==> config.mk <==
export PLATFORM = sky130hd
export DESIGN_NAME = adc_sample_scheduler_flat
export DESIGN_NICKNAME = d
export VERILOG_FILES = /design/src/rtl/adc_sample_scheduler_if.sv /design/src/rtl/adc_sample_scheduler.sv /design/src/flat_wrapper.sv
export SDC_FILE = /design/constraint.sdc
export NUM_CORES = 1
export LEC_CHECK = 0
export ABC_CLOCK_PERIOD_IN_PS = 6000
export CORE_AREA = 8 8 119 121
export CTS_BUF_LIST = sky130_fd_sc_hd__clkbuf_16
export DETAILED_ROUTE_END_ITERATION = 7
export DIE_AREA = 0 0 127 129
export GPL_ROUTABILITY_DRIVEN = 0
export PLACE_DENSITY_LB_ADDON = 0.08
export SLEW_MARGIN = 20
export SYNTH_ARGS = -nofsm -noshare
export SYNTH_HDL_FRONTEND = slang
export SYNTH_SLANG_ARGS = --single-unit
==> constraint.sdc <==
create_clock -name clk -period 6 [get_ports clk]
set_input_delay 1.2 -clock clk [delete_from_list [all_inputs] [get_ports clk]]
set_output_delay 1.2 -clock clk [all_outputs]
set_load 0.1 [all_outputs]
==> src/rtl/adc_sample_scheduler_if.sv <==
`timescale 1ns/1ps
// ADC-interface command/ready bus plus the valid/ready result port of the sample scheduler.
// The master modport is the scheduler side; the slave side is the ADC interface and the consumer.
interface adc_sample_scheduler_if #(
  parameter int unsigned CNT_W = 16
);
  logic             adc_cs;
  logic [3:0]       adc_op;
  logic [7:0]       adc_addr;
  logic             adc_rdy;
  logic [13:0]      adc_data;
  logic             res_valid;
  logic             res_ready;
  logic [13:0]      res_a;
  logic [13:0]      res_b;
  logic [CNT_W-1:0] res_idx;

  modport master (
    output adc_cs, adc_op, adc_addr, res_valid, res_a, res_b, res_idx,
    input  adc_rdy, adc_data, res_ready
  );

  modport slave (
    input  adc_cs, adc_op, adc_addr, res_valid, res_a, res_b, res_idx,
    output adc_rdy, adc_data, res_ready
  );
endinterface

==> src/rtl/adc_sample_scheduler.sv <==
`timescale 1ns/1ps
// Sequencer in front of the AD7367 interface: resets the ADC once, then runs paced conversions,
// reading channel A then B after each and handing each pair out on a valid/ready port.
module adc_sample_scheduler #(
  parameter int unsigned CNT_W   = 16,
  parameter int unsigned IVL_W   = 16,
  parameter int unsigned TIMEOUT = 1023
) (
  input  logic                   clk,
  input  logic                   rst_n,
  input  logic                   start,
  input  logic                   abort,
  input  logic [CNT_W-1:0]       num_samples,
  input  logic [IVL_W-1:0]       interval,
  output logic                   busy,
  output logic                   done,
  output logic                   err_timeout,
  output logic [CNT_W-1:0]       overrun_cnt,
  adc_sample_scheduler_if.master bus
);

  typedef enum logic [3:0] {
    StIdle, StInit, StSettle, StWait, StConv, StAck, StBusy,
    StSelA, StCapA, StSelB, StCapB, StPush, StDone
  } state_e;

  localparam logic [9:0] CycLast = 10'(TIMEOUT - 1);

  state_e           state_q, state_d;
  logic [CNT_W-1:0] num_q, num_d;
  logic [CNT_W-1:0] idx_q, idx_d;
  logic [CNT_W-1:0] ovr_q, ovr_d;
  logic [IVL_W-1:0] ivl_q, ivl_d;
  logic [IVL_W-1:0] tmr_q, tmr_d;
  logic [9:0]       cyc_q, cyc_d;
  logic             err_q, err_d;
  logic             abort_q, abort_d;
  logic [13:0]      res_a_q, res_a_d;
  logic [13:0]      res_b_q, res_b_d;
  logic             running;
  logic             abort_seen;

  assign running    = (state_q != StIdle) && (state_q != StDone);
  assign abort_seen = abort_q | abort;

  always_comb begin
    state_d      = state_q;
    num_d        = num_q;
    idx_d        = idx_q;
    ovr_d        = ovr_q;
    ivl_d        = ivl_q;
    cyc_d        = cyc_q;
    err_d        = err_q;
    abort_d      = abort_q;
    res_a_d      = res_a_q;
    res_b_d      = res_b_q;
    tmr_d        = (tmr_q != '0) ? tmr_q - IVL_W'(1) : tmr_q;
    bus.adc_cs   = 1'b0;
    bus.adc_op   = 4'b0000;
    bus.adc_addr = 8'h00;

    if (running && abort) begin
      abort_d = 1'b1;
    end

    unique case (state_q)
      StIdle: begin
        if (start) begin
          num_d   = num_samples;
          ivl_d   = interval;
          idx_d   = '0;
          ovr_d   = '0;
          err_d   = 1'b0;
          abort_d = 1'b0;
          state_d = (num_samples == '0) ? StDone : StInit;
        end
      end
      StInit: begin
        bus.adc_cs = 1'b1;
        bus.adc_op = 4'b0001;
        cyc_d      = '0;
        state_d    = StSettle;
      end
      StSettle: begin
        cyc_d = cyc_q + 10'd1;
        if (cyc_q == 10'd1) begin
          state_d = StConv;
        end
      end
      StWait: begin
        // Timer value 1 means the next cycle is exactly on schedule; 0 means already late.
        if (abort_seen) begin
          state_d = StDone;
        end else if (tmr_q <= IVL_W'(1)) begin
          state_d = StConv;
          if (tmr_q == '0 && ovr_q != {CNT_W{1'b1}}) begin
            ovr_d = ovr_q + CNT_W'(1);
          end
        end
      end
      StConv: begin
        bus.adc_cs = 1'b1;
        bus.adc_op = 4'b0010;
        // Timer counts the CONV cycle itself, so it holds (interval - 1) from the next cycle on.
        tmr_d      = (ivl_q == '0) ? '0 : ivl_q - IVL_W'(1);
        cyc_d      = '0;
        state_d    = StAck;
      end
      StAck: begin
        cyc_d = cyc_q + 10'd1;
        if (!bus.adc_rdy) begin
          state_d = StBusy;
        end else if (cyc_q == CycLast) begin
          err_d   = 1'b1;
          state_d = StDone;
        end
      end
      StBusy: begin
        cyc_d = cyc_q + 10'd1;
        if (bus.adc_rdy) begin
          state_d = StSelA;
        end else if (cyc_q == CycLast) begin
          err_d   = 1'b1;
          state_d = StDone;
        end
      end
      StSelA: begin
        bus.adc_cs = 1'b1;
        state_d    = StCapA;
      end
      StCapA: begin
        res_a_d = bus.adc_data;
        state_d = StSelB;
      end
      StSelB: begin
        bus.adc_cs   = 1'b1;
        bus.adc_addr = 8'h01;
        state_d      = StCapB;
      end
      StCapB: begin
        res_b_d = bus.adc_data;
        state_d = StPush;
      end
      StPush: begin
        if (bus.res_ready) begin
          idx_d   = idx_q + CNT_W'(1);
          state_d = (idx_q == num_q - CNT_W'(1) || abort_seen) ? StDone : StWait;
        end
      end
      StDone: begin
        abort_d = 1'b0;
        state_d = StIdle;
      end
      default: state_d = StIdle;
    endcase
  end

  always_ff @(posedge clk or negedge rst_n) begin
    if (!rst_n) begin
      state_q <= StIdle;
      num_q   <= '0;
      idx_q   <= '0;
      ovr_q   <= '0;
      ivl_q   <= '0;
      tmr_q   <= '0;
      cyc_q   <= '0;
      err_q   <= 1'b0;
      abort_q <= 1'b0;
      res_a_q <= '0;
      res_b_q <= '0;
    end else begin
      state_q <= state_d;
      num_q   <= num_d;
      idx_q   <= idx_d;
      ovr_q   <= ovr_d;
      ivl_q   <= ivl_d;
      tmr_q   <= tmr_d;
      cyc_q   <= cyc_d;
      err_q   <= err_d;
      abort_q <= abort_d;
      res_a_q <= res_a_d;
      res_b_q <= res_b_d;
    end
  end

  always_comb begin
    busy          = running;
    done          = (state_q == StDone);
    err_timeout   = err_q;
    overrun_cnt   = ovr_q;
    bus.res_valid = (state_q == StPush);
    bus.res_a     = res_a_q;
    bus.res_b     = res_b_q;
    bus.res_idx   = idx_q;
  end

endmodule

==> src/flat_wrapper.sv <==
// flat-port wrapper written by rule: the top's interface ports become plain ports
module adc_sample_scheduler_flat 
#(
  parameter int unsigned CNT_W   = 16,
  parameter int unsigned IVL_W   = 16,
  parameter int unsigned TIMEOUT = 1023
)
  (clk, rst_n, start, abort, num_samples, interval, busy, done, err_timeout, overrun_cnt, bus_adc_cs, bus_adc_op, bus_adc_addr, bus_res_valid, bus_res_a, bus_res_b, bus_res_idx, bus_adc_rdy, bus_adc_data, bus_res_ready);
  adc_sample_scheduler_if #(.CNT_W(CNT_W)) bus_i ();
  input  logic clk;
  input  logic rst_n;
  input  logic start;
  input  logic abort;
  input  logic [CNT_W-1:0] num_samples;
  input  logic [IVL_W-1:0] interval;
  output logic busy;
  output logic done;
  output logic err_timeout;
  output logic [CNT_W-1:0] overrun_cnt;
  output wire logic [$bits(bus_i.adc_cs)-1:0] bus_adc_cs;
  output wire logic [$bits(bus_i.adc_op)-1:0] bus_adc_op;
  output wire logic [$bits(bus_i.adc_addr)-1:0] bus_adc_addr;
  output wire logic [$bits(bus_i.res_valid)-1:0] bus_res_valid;
  output wire logic [$bits(bus_i.res_a)-1:0] bus_res_a;
  output wire logic [$bits(bus_i.res_b)-1:0] bus_res_b;
  output wire logic [$bits(bus_i.res_idx)-1:0] bus_res_idx;
  input wire logic [$bits(bus_i.adc_rdy)-1:0] bus_adc_rdy;
  input wire logic [$bits(bus_i.adc_data)-1:0] bus_adc_data;
  input wire logic [$bits(bus_i.res_ready)-1:0] bus_res_ready;
  assign bus_adc_cs = bus_i.adc_cs;
  assign bus_adc_op = bus_i.adc_op;
  assign bus_adc_addr = bus_i.adc_addr;
  assign bus_res_valid = bus_i.res_valid;
  assign bus_res_a = bus_i.res_a;
  assign bus_res_b = bus_i.res_b;
  assign bus_res_idx = bus_i.res_idx;
  assign bus_i.adc_rdy = bus_adc_rdy;
  assign bus_i.adc_data = bus_adc_data;
  assign bus_i.res_ready = bus_res_ready;
  adc_sample_scheduler #(.CNT_W(CNT_W), .IVL_W(IVL_W), .TIMEOUT(TIMEOUT)) u_core (.clk(clk), .rst_n(rst_n), .start(start), .abort(abort), .num_samples(num_samples), .interval(interval), .busy(busy), .done(done), .err_timeout(err_timeout), .overrun_cnt(overrun_cnt), .bus(bus_i));
endmodule
==> results.sh <==
export IMPL_root_buffer="clkbuf_16"
export IMPL_tns_ns=0
export IMPL_end_kind="output pin"
export IMPL_synth_edf_count=0
export IMPL_path_clk_slew_ns=0.06
export IMPL_area_growth_pct=27.70
export IMPL_cts_htree_levels=4
export IMPL_netlist_area_mm2=0.006888
export IMPL_drc=0
export IMPL_cts_hold_repair_buffers=0
export IMPL_clk_latency_ns=0.42
export IMPL_fin_area_mm2=0.008796
export IMPL_dieArea_mm2=0.01638
export IMPL_min_path_type="reg2reg"
export IMPL_tightest_slew_ns=1.054
export IMPL_r2r_slack_ns=2.82
export IMPL_row_count=41
export IMPL_cap_violations=0
export IMPL_p_per_area_mw_per_mm2=552.5
export IMPL_outcome="finished clean"
export IMPL_cts_buffer_depth=2
export IMPL_ys_ff_latch=124
export IMPL_finalSetupViolations=0
export IMPL_critPathRequiredTime_ns=4.80
export IMPL_mostFrequentLayoutCells="dfrtp_1 (124), clkdlybuf4s50_1 (118), nand2_1 (116)"
export IMPL_async_reset_ff_share_pct=100.0
export IMPL_ys_seq_area_share_pct=45.05
export IMPL_slowest_delay_ns=1.19
export IMPL_grt_pass1_wl_mm=29.76
export IMPL_antenna_cells=0
export IMPL_ir_drop_mv=0.4853
export IMPL_start_kind="register"
export IMPL_nNetsFinal=912
export IMPL_vias=5927
export IMPL_die_height_um=129
export IMPL_cp_arrival_ns=2.80
export IMPL_critPathBufInv=1
export IMPL_place_area_mm2=0.008165
export IMPL_timing_hold_ws_ns=0.5079
export IMPL_fmax_mhz=250.0
export IMPL_clock_sinks=124
export IMPL_slew_headroom_pct=29.31
export IMPL_hold_viol=0
export IMPL_p_leak_nw=3.707
export IMPL_drtIter0Drc=529
export IMPL_synth_warnings=0
export IMPL_avgSynthCellArea_um2=9.346
export IMPL_layout_commonest_cell="dfrtp_1"
export IMPL_fin_crit_ns=4.001
export IMPL_die_w_um=127
export IMPL_cp_slowest_cell="clkdlybuf4s50_1"
export IMPL_routed_via_density=5.845
export IMPL_hpwl_mm=12.62
export IMPL_cts_tree="built"
export IMPL_rsz0062_at_grt="no"
export IMPL_io_buffers=119
export IMPL_grt_pass1_vias=6074
export IMPL_n_fill_cell=970
export IMPL_grt_overflow=0
export IMPL_crit_chain="or2_1 > nor2_1 > clkdlybuf4s50_1"
export IMPL_post_route_period_util_pct=66.68
export IMPL_cts_resized=0
export IMPL_syn_inst=737
export IMPL_grt_antenna_before_repair=1
export IMPL_crit_type="reg2out"
export IMPL_wl_per_cell_um=17.62
export IMPL_fin_util_pct=71.44
export IMPL_post_cts_buffers=0
export IMPL_drive_gt1_share_pct=9.838
export IMPL_first_pass_iters=5
export IMPL_globalRouteTotalUtil_pct=22.35
export IMPL_routed_wl_mm=17.86
export IMPL_cts_buffers=17
export IMPL_start_util_pct=55.95
export IMPL_grt_max_degree=76
export IMPL_drtAntennaViolNets=0
export IMPL_finClkSkew_ns=0.009674
export IMPL_path_max_fanout=17
export IMPL_synth_distinct_cells=66
export IMPL_core_area_mm2=0.01231
export IMPL_io_pins=129
export IMPL_dominantRegCellSynth="dfrtp_1"
export IMPL_slew_violations=0
export IMPL_crit_family="buffers and inverters"
where the power goes:
part           leakage [nW]  internal (mW)  switching (mW)
Clock                 0.312          0.728           0.373
Combinational          1.79          0.749            1.59
Sequential             1.60           1.11           0.309
Total                  3.71           2.58            2.28
per-layer routing:
layer | global-route usage, % | up-vias | wire (um)
met2 | 36.48 | 195 | 8728
met5 | 0 | - | 13
li1 | - | 2803 | -
met4 | 8.397 | 2 | 312
met3 | 8.233 | 28 | 1332
met1 | 26.53 | 2899 | 7476
area by class of cell:
class                      count  area, um2  area share [%]
multi-input combinational    561       3562           40.50
sequential                   124       3103           35.28
timing repair buffer         124       1226           13.94
clock buffer                  17      425.4           4.836
clock inverter                15      205.2           2.333
tap                          150      187.7           2.134
inverter                      23      86.33          0.9815
Yosys cell counts (9+ instances only):
library cell    n  share of area (%)
xor2_1         25                3.2
inv_1          22                1.2
nand4_1        15                1.4
o21ai_0        27                2.0
xnor2_1        41                5.2
nor3_1         21                1.5
clkbuf_1       21                1.1
or3_1          18                1.6
mux2_2         30                4.9
buf_4           9               0.98
and3_1         10               0.91
ha_1            9                1.6
nand2_1       116                6.3
nand3_1        26                1.9
nor4_1         15                1.4
nor2b_1        10               0.91
o22a_1         13                1.7
a21oi_1        22                1.6
nor2_1         59                3.2
dfrtp_1       124                 45
sequential cells by signal (all words and copies together), names as in the netlist:
signal              flops
u_core.bus.res_a       14
u_core.tmr_q           16
u_core.overrun_cnt     16
u_core.ivl_q           16
u_core.abort_q          1
u_core.num_q           16
u_core.bus.res_idx     16
u_core.err_timeout      1
u_core.cyc_q           10
u_core.bus.res_b       14
u_core.state_q          4
cells by family after synthesis:
logic type      count (synthesis)  share of synthesized area, %
simple gates                  341                         25.47
flops                         124                         45.05
compound gates                 99                         9.555
xor+xnor                       66                         8.392
buf+inv                        60                         3.924
mux                            37                         5.922
fa+ha+maj                       9                         1.635
other cells                     1                       0.05444
final timing paths:
check	start	endpoint	depth (start not counted)
max	u_core.state_q[2]$_DFFE_PN0P_	bus_adc_op[0]	3
min	u_core.cyc_q[8]$_DFFE_PN0P_	u_core.cyc_q[8]$_DFFE_PN0P_	1
max reg2reg	u_core.ivl_q[4]$_DFFE_PN0P_	u_core.tmr_q[3]$_DFFE_PN0P_	6
min reg2reg	u_core.cyc_q[8]$_DFFE_PN0P_	u_core.cyc_q[8]$_DFFE_PN0P_	1
max in group asynchronous	rst_n	u_core.tmr_q[10]$_DFFE_PN0P_	2
min in group asynchronous	rst_n	u_core.bus.res_idx[4]$_DFFE_PN0P_	1
per-stage QoR:
step | total power [mW] | setup WS [ns] | instances
2_1_floorplan | 3.165 | 1.988 | 745
3_3_place_gp | 3.683 | 2.151 | 982
3_5_place_dp | 3.750 | 2.065 | 982
4_1_cts | 4.880 | 1.994 | 1014
5_1_grt | 5.121 | 1.864 | 1014
6_report | 4.860 | 1.999 | 1014
Power figures use the tool's default switching activity.
